`src/rtl/tlp_tx_arbiter.sv`:
```
// tlp_tx_arbiter: packet-level round-robin arbiter sharing one registered valid/ready TLP stream
module tlp_tx_arbiter #(
    parameter int NUM_REQ = 3,
    parameter int DATA_WIDTH = 32,
    localparam int ID_W = (NUM_REQ > 1) ? $clog2(NUM_REQ) : 1
) (
    input  logic                          clk,
    input  logic                          rst,
    input  logic [NUM_REQ-1:0]            req_valid,
    input  logic [NUM_REQ-1:0]            req_last,
    input  logic [NUM_REQ*DATA_WIDTH-1:0] req_data,
    output logic [NUM_REQ-1:0]            req_ready,
    output logic                          out_valid,
    output logic                          out_last,
    output logic [DATA_WIDTH-1:0]         out_data,
    input  logic                          out_ready,
    output logic [ID_W-1:0]               out_grant_id,
    output logic                          busy
);
    typedef enum logic {IDLE, LOCKED} state_t;
    state_t state, state_nxt;
    logic [ID_W-1:0] last_grant, winner, idx;
    logic [DATA_WIDTH-1:0] data_arr [NUM_REQ];
    logic any_valid, load, accept, sel_valid, sel_last;
    for (genvar i = 0; i < NUM_REQ; i++) begin : g_slice
        assign data_arr[i] = req_data[i*DATA_WIDTH +: DATA_WIDTH];
    end
    assign sel_valid = req_valid[out_grant_id];
    assign sel_last  = req_last[out_grant_id];
    assign load      = !out_valid || out_ready;
    assign accept    = (state == LOCKED) && load && sel_valid;
    assign any_valid = |req_valid;
    // first valid source after last_grant wins; descending scan lets the nearest one override
    always_comb begin
        winner = last_grant;
        idx = '0;
        for (int k = NUM_REQ; k >= 1; k--) begin
            idx = ID_W'((int'(last_grant) + k) % NUM_REQ);
            if (req_valid[idx]) winner = idx;
        end
    end
    // state register; reset aborts any packet in flight
    always_ff @(posedge clk or negedge rst) begin
        if (!rst) state <= IDLE;
        else state <= state_nxt;
    end
    // lock on any request, release once the last beat is taken
    always_comb begin
        state_nxt = (state == IDLE) ? (any_valid ? LOCKED : IDLE)
                                    : ((accept && sel_last) ? IDLE : LOCKED);
    end
    // only the granted source sees ready, and only when the output stage can load
    always_comb begin
        req_ready = (state == LOCKED && load) ? (NUM_REQ'(1) << out_grant_id) : '0;
        busy = (state == LOCKED);
    end
    // output stage and grant bookkeeping; the last beat is held across arbitration
    always_ff @(posedge clk or negedge rst) begin
        if (!rst) begin
            out_valid    <= 1'b0;
            out_last     <= 1'b0;
            out_data     <= '0;
            out_grant_id <= '0;
            last_grant   <= ID_W'(NUM_REQ - 1);
        end else if (state == IDLE) begin
            if (out_ready) out_valid <= 1'b0;
            if (any_valid) begin
                out_grant_id <= winner;
                last_grant   <= winner;
            end
        end else if (load) begin
            out_valid <= sel_valid;
            if (sel_valid) begin
                out_data <= data_arr[out_grant_id];
                out_last <= sel_last;
            end
        end
    end
endmodule

```
`config.mk`:
```
export PLATFORM = sky130hd
export DESIGN_NAME = tlp_tx_arbiter
export DESIGN_NICKNAME = d
export VERILOG_FILES = /design/src/rtl/tlp_tx_arbiter.sv
export SDC_FILE = /design/constraint.sdc
export NUM_CORES = 1
export LEC_CHECK = 0
export BUFFER_PORTS_ARGS = -buffer_cell sky130_fd_sc_hd__buf_2
export CAP_MARGIN = 40
export CORE_MARGIN = 3
export CORE_UTILIZATION = 45
export DETAILED_ROUTE_END_ITERATION = 12
export GPL_TIMING_DRIVEN = 1
export PLACE_DENSITY_LB_ADDON = 0.2
export SETUP_SLACK_MARGIN = 0.4
export SYNTH_ARGS = -nofsm -noshare
export SYNTH_HDL_FRONTEND = slang
export SYNTH_SLANG_ARGS = --single-unit
```
`constraint.sdc`:
```
create_clock -name clk -period 4.5 [get_ports clk]
set_clock_uncertainty 0.2 [all_clocks]
set_input_delay 0.675 -clock clk [delete_from_list [all_inputs] [get_ports clk]]
set_output_delay 0.675 -clock clk [all_outputs]
set_load 0.02 [all_outputs]
```
==> impl_metrics.env <==
export IMPL_wl_um=6414
export IMPL_hold_violations=0
export IMPL_dp_hpwl_um=4897
export IMPL_nets=520
export IMPL_startpoint_type="flip-flop"
export IMPL_htreeDepth=2
export IMPL_grt_max_degree=38
export IMPL_cp_required_ns=4.51
export IMPL_grt_util_met1_pct=26.84
export IMPL_cts_clk_slew_worst_paths_ns=0.07
export IMPL_vias=2420
export IMPL_grt_ovfl_total=0
export IMPL_fmax_mhz=363.3
export IMPL_cts_hold_buf=1
export IMPL_synthTopCellsByArea="dfrtp_1 38%, mux2i_1 14%, nor2_1 10%"
export IMPL_finalSetupTns_ns=0
export IMPL_synth_cell_types=32
export IMPL_whs_ns=0.3122
export IMPL_numCtsBuffers=5
export IMPL_postCtsSetupBuffers=0
export IMPL_post_route_util_pct=62.72
export IMPL_synthToLayoutAreaGrowth_pct=33.73
export IMPL_power_density_mw_per_mm2=715.4
export IMPL_crit_arrival_ns=2.76
export IMPL_grt_busiest_layer="met2"
export IMPL_layout_min_cycle_time_ns=2.753
export IMPL_grt_setup_unrepaired="no"
export IMPL_die_h_um=79.43
export IMPL_syn_inst=278
export IMPL_start_util_pct=46.90
export IMPL_syn_num_nets=386
export IMPL_synth_commonest_cells="65 x nor2_1, 44 x a21oi_1, 37 x dfrtp_1"
export IMPL_hp_start="out_data[31]$_DFFE_PN0P_"
export IMPL_timing_final_crit_share_pct=61.17
export IMPL_p_leak_nw=1.648
export IMPL_numClockSinks=38
export IMPL_place_congestion=0.7745
export IMPL_core_area_mm2=0.005172
export IMPL_max_cap_violations=0
export IMPL_r2r_slack_ns=1.75
export IMPL_synth_avg_cell_area_um2=8.727
export IMPL_fill_cells=491
export IMPL_die_w_um=79.43
export IMPL_worstPathCellList="buf_4 > o22a_1 > nor2_4 > buf_4 > nor2_1 > a21oi_1"
export IMPL_crit_top_cell="buf_4"
export IMPL_reg2reg_to="out_data[12]$_DFFE_PN0P_"
export IMPL_yosysMostFrequentCell="nor2_1"
export IMPL_setup_viol=0
export IMPL_routedWlPerCell_um=13.28
export IMPL_antenna_cells=0
export IMPL_io_pin_count=145
export IMPL_via_per_inst=5.010
export IMPL_min_path_cells=2
export IMPL_synth_edf_count=0
export IMPL_grt_pass1_vias=2305
export IMPL_drcViolationCount=0
export IMPL_met3_usage_pct=4.289
export IMPL_cp_slowest_cell="dfrtp_2"
export IMPL_path_max_fanout=35
export IMPL_cts_resized=0
export IMPL_hold_path_class="flip-flop to flip-flop"
export IMPL_drt_pass1_iter_count=4
export IMPL_ys_seq_area_share_pct=39.25
export IMPL_r2r_start="out_grant_id[1]$_DFFE_PN0P_"
export IMPL_min_to="out_data[31]$_DFFE_PN0P_"
export IMPL_ir_worst_vdd_uv=351.2
export IMPL_maxSlewViolCount=0
export IMPL_outcome="completed"
export IMPL_criticalPathCategory="flip-flop to flip-flop"
export IMPL_root_buffer="clkbuf_8"
export IMPL_ant_nets=0
export IMPL_yosys_warnings=0
export IMPL_worst_r2r_cell_count=6
export IMPL_yosysTopAreaCell="dfrtp_1"
export IMPL_synth_ff_type="dfrtp_1"
export IMPL_synth_top_area_share_pct=38.16
export IMPL_synth_seq_cells=38
export IMPL_antenna_found_initial=0
export IMPL_synthesis_area_mm2=0.002426
export IMPL_cts_max_path_buffers=2
export IMPL_drt_initial_drc_count=101
export IMPL_drive_above_1_share_pct=43.83
export IMPL_io_buffer_count=144
export IMPL_cp_end_kind="flip-flop"
export IMPL_design_die_area_mm2=0.006308
export IMPL_slowest_delay_ns=0.62
export IMPL_worst_pin_slew_ns=0.6652
export IMPL_grt_pass1_wl_um=10440
export IMPL_grt_usage_pct=20.62
export IMPL_cts_tree="yes"
export IMPL_synthArstFlopShare_pct=100.0
export IMPL_clock_latency_ns=0.28
export IMPL_slew_limit_headroom_pct=55.55
export IMPL_use_met2_pct=34.39
export IMPL_num_rows=26
==> cells by family after synthesis <==
| logic type | share of synthesized area (%) |
|---|---|
| adder cells (fa/ha/maj) | 1.547 |
| multiplexers | 14.44 |
| AND/OR/NAND/NOR | 16.04 |
| buffers and inverters | 6.807 |
| flip-flops | 39.25 |
| AO/OA/AOI/OAI | 21.92 |
==> flip-flops by register name (all words and copies together) (netlist names) <==
name	cells
busy	1
last_grant	1
out_data	32
out_grant_id	2
out_last	1
out_valid	1
==> where the power goes <==
part           switching, mW  internal [mW]  total (mW)
Sequential             0.152          0.523       0.675
Clock                  0.112          0.124       0.235
Combinational          0.865          0.546        1.41
==> routing by layer <==
layer  up-vias  part of all wire, %
met2        93                   47
met5         -                    0
met4         0                  1.4
met3         9                  7.5
met1      1092                   44
li1       1226                    -
==> per-stage QoR <==
step           cells  setup slack, ns  power [mW]  cell area [µm²]
2_1_floorplan    278            2.155       1.757             2426
3_3_place_gp     473            1.825       2.070             3123
3_5_place_dp     474            1.739       2.099             3143
4_1_cts          483            1.728       2.340             3244
5_1_grt          483            1.529       2.516             3244
6_report         483            1.747       2.321             3244
==> worst max-delay path, delay by kind of cell, from the launching register on <==
family          cells  cell delay, ns
compound gates      2            0.37
flops               1            0.62
buf+inv             2            0.85
simple gates        2            0.62
==> how the worst max path moves through the flow <==
| stage | start | endpoint | slack [ns] | depth (start not counted) |
|---|---|---|---|---|
| floorplan | out_grant_id[0]$_DFFE_PN0P_ | out_grant_id[1]$_DFFE_PN0P_ | 2.16 | 9 |
| global placement | out_grant_id[1]$_DFFE_PN0P_ | out_data[24]$_DFFE_PN0P_ | 1.82 | 6 |
| detailed placement | out_grant_id[1]$_DFFE_PN0P_ | out_data[12]$_DFFE_PN0P_ | 1.74 | 6 |
| CTS | out_grant_id[1]$_DFFE_PN0P_ | out_data[12]$_DFFE_PN0P_ | 1.73 | 6 |
| global route | out_grant_id[1]$_DFFE_PN0P_ | out_data[12]$_DFFE_PN0P_ | 1.53 | 6 |
| finish | out_grant_id[1]$_DFFE_PN0P_ | out_data[12]$_DFFE_PN0P_ | 1.75 | 6 |
==> final cells by class <==
type	instances	area (µm²)	area share, %
inverter	4	15.01	0.4628
clock buffer	7	86.33	2.661
multi-input combinational	213	1316	40.57
clock inverter	1	5.005	0.1543
sequential	38	953.4	29.39
timing repair buffer	150	780.7	24.06
tap	70	87.58	2.700
==> cell usage in the layout, fill, tap and decap left out, drive strengths merged, types with 7 or more instances in the layout <==
cell    count
buf       149
nor2       66
a21oi      64
dfrtp      37
mux2i      35
nand2       9
nor2b       8
o21ai       7
clkbuf      7
(Power assumes the default switching activity.)
